==> config.mk <==
export PLATFORM = sky130hd
export DESIGN_NAME = attractor_classifier
export DESIGN_NICKNAME = d
export VERILOG_FILES = /design/src/rtl/attractor_classifier.sv
export SDC_FILE = /design/constraint.sdc
export NUM_CORES = 1
export LEC_CHECK = 0
export CAP_MARGIN = 5
export CELL_PAD_IN_SITES_DETAIL_PLACEMENT = 1
export CELL_PAD_IN_SITES_GLOBAL_PLACEMENT = 1
export CORE_MARGIN = 2
export CORE_UTILIZATION = 35
export CTS_CLUSTER_DIAMETER = 40
export CTS_CLUSTER_SIZE = 20
export DETAILED_ROUTE_END_ITERATION = 7
export GPL_TIMING_DRIVEN = 0
export HOLD_SLACK_MARGIN = 0.1
export PLACE_DENSITY_LB_ADDON = 0.2
export SLEW_MARGIN = 20
export SYNTH_ARGS = -nofsm -noshare
export SYNTH_HDL_FRONTEND = slang
export SYNTH_SLANG_ARGS = --single-unit
==> constraint.sdc <==
create_clock -name clk -period 2.55 [get_ports clk]
set_input_delay 0.3825 -clock clk [delete_from_list [all_inputs] [get_ports clk]]
set_output_delay 0.3825 -clock clk [all_outputs]
set_load 0.05 [all_outputs]
==> src/rtl/attractor_classifier.sv <==
// Settles a state trajectory onto its attractor, measures its period and reports a canonical id.
// Optional macro ATTR_MIN_EN: attr_id becomes the smallest state seen on the attractor cycle.
module attractor_classifier #(
  parameter int W          = 8,
  parameter int SETTLE_CYC = 256,
  parameter int MAX_PERIOD = 256
) (
  input  logic         clk,
  input  logic         rst_n,
  input  logic         start,
  input  logic [W-1:0] x,
  output logic         busy,
  output logic         done,
  output logic         fixed,
  output logic         cycle,
  output logic         timeout,
  output logic [W:0]   period,
  output logic [W-1:0] attr_id
);

  localparam int SW = $clog2(SETTLE_CYC + 1);
  localparam logic [SW-1:0] SETTLE_LAST = SW'(SETTLE_CYC - 1);
  localparam logic [W:0]    K_MAX       = (W+1)'(MAX_PERIOD);
  localparam logic [W:0]    K_ONE       = (W+1)'(1);

  typedef enum logic [1:0] {IDLE, SETTLE, ANCHOR, MEASURE} state_t;

  state_t          state_reg, state_next;
  logic [SW-1:0]   settle_cnt_reg, settle_cnt_next;
  logic [W-1:0]    anchor_reg, anchor_next;
  logic [W:0]      k_reg, k_next;
  logic            done_reg, done_next;
  logic            fixed_reg, fixed_next;
  logic            cycle_reg, cycle_next;
  logic            timeout_reg, timeout_next;
  logic [W:0]      period_reg, period_next;
  logic [W-1:0]    attr_reg, attr_next;
`ifdef ATTR_MIN_EN
  logic [W-1:0]    min_reg, min_next;
`endif

  always_ff @(posedge clk or negedge rst_n) begin
    if (!rst_n) begin
      state_reg      <= IDLE;
      settle_cnt_reg <= '0;
      anchor_reg     <= '0;
      k_reg          <= '0;
      done_reg       <= 1'b0;
      fixed_reg      <= 1'b0;
      cycle_reg      <= 1'b0;
      timeout_reg    <= 1'b0;
      period_reg     <= '0;
      attr_reg       <= '0;
`ifdef ATTR_MIN_EN
      min_reg        <= '0;
`endif
    end else begin
      state_reg      <= state_next;
      settle_cnt_reg <= settle_cnt_next;
      anchor_reg     <= anchor_next;
      k_reg          <= k_next;
      done_reg       <= done_next;
      fixed_reg      <= fixed_next;
      cycle_reg      <= cycle_next;
      timeout_reg    <= timeout_next;
      period_reg     <= period_next;
      attr_reg       <= attr_next;
`ifdef ATTR_MIN_EN
      min_reg        <= min_next;
`endif
    end
  end

  always_comb begin
    state_next      = state_reg;
    settle_cnt_next = settle_cnt_reg;
    anchor_next     = anchor_reg;
    k_next          = k_reg;
    done_next       = 1'b0;
    fixed_next      = fixed_reg;
    cycle_next      = cycle_reg;
    timeout_next    = timeout_reg;
    period_next     = period_reg;
    attr_next       = attr_reg;
`ifdef ATTR_MIN_EN
    min_next        = min_reg;
`endif
    // A start always (re)launches a run, aborting any run in flight and suppressing its done.
    if (start) begin
      state_next      = SETTLE;
      settle_cnt_next = '0;
      fixed_next      = 1'b0;
      cycle_next      = 1'b0;
      timeout_next    = 1'b0;
      period_next     = '0;
      attr_next       = '0;
    end else begin
      case (state_reg)
        IDLE: ;
        SETTLE: begin
          if (settle_cnt_reg == SETTLE_LAST) state_next = ANCHOR;
          else                               settle_cnt_next = settle_cnt_reg + 1'b1;
        end
        ANCHOR: begin
          anchor_next = x;
          k_next      = K_ONE;
`ifdef ATTR_MIN_EN
          min_next    = x;
`endif
          state_next  = MEASURE;
        end
        MEASURE: begin
          if (x == anchor_reg) begin
            period_next = k_reg;
            fixed_next  = (k_reg == K_ONE);
            cycle_next  = (k_reg > K_ONE);
`ifdef ATTR_MIN_EN
            attr_next   = min_reg;
`else
            attr_next   = anchor_reg;
`endif
            done_next   = 1'b1;
            state_next  = IDLE;
          end else if (k_reg == K_MAX) begin
            timeout_next = 1'b1;
            period_next  = '0;
            attr_next    = anchor_reg;
            done_next    = 1'b1;
            state_next   = IDLE;
          end else begin
            k_next = k_reg + 1'b1;
`ifdef ATTR_MIN_EN
            if (x < min_reg) min_next = x;
`endif
          end
        end
        default: state_next = IDLE;
      endcase
    end
  end

  assign busy    = (state_reg != IDLE);
  assign done    = done_reg;
  assign fixed   = fixed_reg;
  assign cycle   = cycle_reg;
  assign timeout = timeout_reg;
  assign period  = period_reg;
  assign attr_id = attr_reg;

endmodule

# Word level (Yosys, flattened, before mapping)

Cells that the tools add are included.

Register bits: 49
Bits in latches: 0
Bits in writable memories: 0
Memory bits (read-only): 0
Output and inout bits: 22
Logic and storage cells: 75
Memories kept: 0

Add/sub/neg operators: 2
$mul: 0
Divide/modulo/power cells: 0
$lt $le $gt $ge: 1
Equal/unequal tests: 13
Shift-type cells: 0
Mux-type cells: 33
Bitwise logic cells: 1
Reductions and logical operators: 15

Operator list:

| cell                  | count |
|---|---|
| $mux W9               | 9 |
| $mux W8               | 4 |
| $add A9 B1 Y9 const B | 2 |
| $pmux W9 S2           | 1 |
| $mux W1               | 14 |
| $reduce_bool A2 Y1    | 6 |
| $eq A9 B1 Y1 const B  | 1 |
| $eq A9 B8 Y1 const B  | 1 |
| $eq A9 B9 Y1 const B  | 1 |
| $gt A9 B1 Y1 const B  | 1 |
| $eq A8 B8 Y1          | 1 |
| $mux W2               | 4 |
| $ne A2 B2 Y1 const B  | 4 |
| $reduce_and A2 Y1     | 4 |
| $pmux W2 S3           | 1 |
| $reduce_and A3 Y1     | 2 |
| $eq A2 B2 Y1 const B  | 2 |
| $ne A4 B4 Y1 const B  | 1 |
| $reduce_and A4 Y1     | 1 |
| $reduce_bool A4 Y1    | 1 |
| $ne A3 B3 Y1 const B  | 1 |
| $reduce_bool A3 Y1    | 1 |
| $eq A2 B1 Y1 const B  | 1 |
| $not A1 Y1            | 1 |

# Longest topological paths before layout

Word-level depth: 5
Gate-level depth with buffers: 9

# Worst setup path after synthesis

OpenSTA, ideal clock, no wires.

Path type: flip-flop to flip-flop
Start: reg settle_cnt_reg[0]
End: reg settle_cnt_reg[6]
Setup time: 0.078 ns
Data arrival time: 1.850 ns
Required time: 2.472 ns
Path slack: 0.622 ns
Cell stages (with the launch flop): 10
Path buffers: 1
Clock period less this slack: 1.928 ns
Path through: dfrtp_1 -> ha_1 -> nand3_1 -> nor2_1 -> ha_1 -> nor2b_1 -> clkbuf_1 -> nand4_1 -> or3_1 -> a21oi_1

Word-level cells in the longest chain between the ends: 4
Elaborated cells on any way between the ends: 7
Classes of those cells: add/sub (1); eq/ne (2); mux (3); reduce/logical (1)

Ends and longest elaborated chain:

| what                     | RTL line | text |
|---|---|---|
| start: declaration       | 29       | `logic [SW-1:0] settle_cnt_reg, settle_cnt_next;` |
| start signal: assignment | 59       | `settle_cnt_reg <= settle_cnt_next;` |
| $add A9 B1 Y9            | 102      | `else settle_cnt_next = settle_cnt_reg + 1'b1;` |
| $mux W9                  | 101      | `if (settle_cnt_reg == SETTLE_LAST) state_next = ANCHOR;` |
| $mux W9                  | 98       | `case (state_reg)` |
| $mux W9                  | 89       | `if (start) begin` |

Several ways; a longest one is shown, not always the timed one. The select of a mux whose other input is x is not followed.
A chain may end at the register's enable or synchronous reset.

# Worst setup path in the final report

Start: reg state_reg[1]
End: out busy

Word-level cells in the longest chain between the ends: 1

Ends and longest elaborated chain:

| what                     | RTL line | text |
|---|---|---|
| start: declaration       | 28       | `state_t state_reg, state_next;` |
| start signal: assignment | 58       | `state_reg <= state_next;` |
| $reduce_bool A2 Y1       | 142      | `assign busy = (state_reg != IDLE);` |
| end: declaration         | 12       | `output logic busy,` |

No other way between the ends.

==> flow_summary_export.csv <==
group,metric,value,unit
synth,synthCells,229,
synth,ys_warn_count,0,
setup_path,crit_path_cell_trace,"inv_1 > ha_1 > inv_1 > clkdlybuf4s50_1",
pwr,p_seq_frac,0.502,
synth,synth.avg_cell_area,10.5,sq um
clock_tree,clock_latency,0.30,ns
pwr,switching_power,737,uW
synth,async_flop_share,1.00,
global_route,overflow,0,
setup_path,cp_common_cell,"inv_1",
pwr,cellPowerDensity,718,nW/um^2
timing,tightest_slew,0.637,ns
timing,hold_violations,0,
setup_path,rr_endpoint,"k_reg[6]",
placement,dp_cells,341,
timing,max_freq,441,MHz
floorplanning,die-area,7550,sq um
finish,fill_cells,748,
finish,multi_input_area,1090,sq um
synth,seq_area_frac_synth,0.510,
finish,antenna_cells,0,
floorplanning,num_rows,30,
floorplanning,io_pins,33,
setup_path,critPathKind,"flop to output pin",
worst_hold_path,hold_path.class,"primary input to asynchronous set/reset pin",
setup_path,path_max_fanout,6,
clock_tree,clk_pin_slew_worst_paths,0.09,ns
timing,drv_slew,0,
placement,io_buffers,32,
setup_path,cp_top_family,"buffers and inverters",
setup_path,path_buf_inv,3,
global_route,grt_max_degree,50,
clock_tree,h-tree-depth,2,
floorplanning,design.core.area,6720,sq um
route,wl_per_cell,15.0,microns
route,drc,0,
clock_tree,cts_made_buffers,5,
pwr,power.share.clock,0.218,
synth,synth_cell_type_count,41,
floorplanning,dieHeight,86.9,microns
synth,synth_enable_flop_cells,0,
pwr,power_leakage,1.24,nW
pwr,combPwrFrac,0.280,
setup_path,cp.required,2.17,ns
clock_tree,cts_setup_buffers,0,
timing,fin_crit_sh,0.889,
pwr,ir_drop,337,uV
finish,final_cells,349,
status,outcome,"completed",
setup_path,critical_path.endpoint_type,"output pin",
clock_tree,cts_sinks,49,
placement,gp_congestion,0.723,
route,vias,1809,
clock_tree,cts_resized,0,
synth,syn_nets,249,
setup_path,start_kind,"flop",
floorplanning,die_w,86.9,microns
finish,seq_area,1230,sq um
timing,setup_slack,0.282,ns
setup_path,reg2reg_slack,0.33,ns
synth,ys_ff_latch,49,
placement,dp_slack,0.190,ns
clock_tree,cts_tree,"built",
synth,yosys_most_used_dff,"dfrtp_1",
timing,rsz0062_at_grt,"false",
global_route,grt_pass1_vias,1911,
global_route,track_usage,0.155,
synth,synth_area,2410,sq um
global_route,antenna_found_initial,0,
route,finalWirelength,5230,microns
setup_path,r2r_cells,8,
timing,fin_worst_skew,0.00668,ns
finish,fin_util,0.433,
pwr,p_sw_frac,0.353,
route,via_per_inst,5.18,
finish,fin_nets,288,
run,cap_violations,0,
setup_path,reg2reg_from,"k_reg[0]",
route,postRouteAntennaNets,0,
clock_tree,clock_path_buffers,2,
placement,dpl.hpwl,3720,microns
route,first_pass_iters,4,
route,initialDrtViolationCount,53,
placement,post_dp_cell_area,2820,sq um
finish,design_area,2910,sq um
finish,drive_gt1_frac,0.0929,
setup_path,slowest_stage,"clkdlybuf4s50_1",
setup_path,crit_arrival,1.89,ns
global_route,grt_pass1_wl,9270,microns
timing,setup_viol_count_final,0,
timing,tns,0,ns
clock_tree,cts-hold-fix-buffers,0,
finish,area_delta_synth_final,20.9,%
clock_tree,root_buffer,"clkbuf_8",
floorplanning,start_util,0.358,
timing,fin_crit,2.27,ns
pwr,intPower,1.35,mW
timing,maxSlewHeadroom,0.575,
setup_path,slowest_delay,0.80,ns
-- per-stage QoR --
step | power, mW | hold WS, ns
global route | 2.26 | 0.142
CTS | 2.12 | 0.124
global placement | 1.64 | 0.487
floorplan | 1.49 | 0.0869
detailed placement | 1.66 | 0.454
finish | 2.09 | 0.0926
-- cell usage after synthesis, types with 2 or more instances --
master | count | share of area
inv_1 | 8 | 0.012
a21oi_1 | 21 | 0.044
mux2_2 | 8 | 0.037
nand2_1 | 18 | 0.028
a31oi_1 | 5 | 0.013
dfrtp_1 | 49 | 0.51
nand3_1 | 14 | 0.029
nor3_1 | 2 | 0.0042
or3_1 | 3 | 0.0078
buf_2 | 2 | 0.0042
ha_1 | 9 | 0.047
and3_1 | 7 | 0.018
a22o_1 | 8 | 0.029
nor2_1 | 15 | 0.023
xor2_1 | 11 | 0.040
clkbuf_1 | 7 | 0.011
o211ai_1 | 2 | 0.0062
o21ai_0 | 7 | 0.015
nand4_1 | 4 | 0.010
nor4_4 | 2 | 0.018
nand2b_1 | 7 | 0.018
-- power groups by stage --
stage                     Combinational (mW)  Sequential [mW]  Clock, mW
after CTS                              0.600             1.05      0.474
after global placement                 0.582             1.06          0
after floorplan                        0.464             1.02          0
final                                  0.585             1.05      0.454
after detailed placement               0.598             1.06          0
after global routing                   0.681             1.07      0.510
-- layout by cell type, fill, tap and decap left out, types with 2 or more instances in the layout --
cell | netlist | layout
dfrtp_1 | 49 | 49
clkdlybuf4s50_1 | 0 | 31
a21oi_1 | 21 | 21
nand2_1 | 18 | 18
nor2_1 | 15 | 15
nand3_1 | 14 | 14
xor2_1 | 11 | 11
clkbuf_1 | 7 | 9
ha_1 | 9 | 9
inv_1 | 8 | 8
a22o_1 | 8 | 8
mux2_2 | 8 | 8
nand2b_1 | 7 | 7
and3_1 | 7 | 7
o21ai_0 | 7 | 7
a31oi_1 | 5 | 5
clkbuf_8 | 0 | 5
nand4_1 | 4 | 4
or3_1 | 3 | 3
nor4_4 | 2 | 2
buf_2 | 2 | 2
o211ai_1 | 2 | 2
nor3_1 | 2 | 2
buf_4 | 1 | 2
-- cells by family (layout without fill, tap and decap cells) --
| kind of cell | Yosys count | after routing | synth area share |
|---|---|---|---|
| simple gates | 80 | 80 | 0.188 |
| compound gates | 51 | 51 | 0.137 |
| flops | 49 | 49 | 0.510 |
| buf+inv | 20 | 60 | 0.0369 |
| xor+xnor | 12 | 12 | 0.0437 |
| fa+ha+maj | 9 | 9 | 0.0468 |
| mux | 8 | 8 | 0.0374 |
-- final cells by class --
class | instances | area share
sequential | 49 | 0.422
multi-input combinational | 160 | 0.375
timing repair buffer | 32 | 0.109
tap | 80 | 0.0344
clock buffer | 7 | 0.0262
buffer | 12 | 0.0202
inverter | 8 | 0.0103
clock inverter | 1 | 0.00258
-- how the worst max path moves through the flow --
stage,from,to,slack (ns),cells past startpoint
after floorplan,settle_cnt_reg[0],settle_cnt_reg[6],0.62,9
after global placement,rst_n,attr_id[4],-0.45,1
after detailed placement,start,anchor_reg[3],0.19,5
after CTS,state_reg[1],busy,0.25,4
after global routing,settle_cnt_reg[0],settle_cnt_reg[5],0.11,9
final,state_reg[1],busy,0.28,4
-- layer usage --
layer	GRT usage	vias up	wire length, microns
li1	-	888	-
met1	0.220	884	2540
met2	0.238	32	2400
met3	0.0398	5	232
met4	0.0384	0	59
met5	0	-	0
No activity file was read; power rests on OpenSTA's default activity.
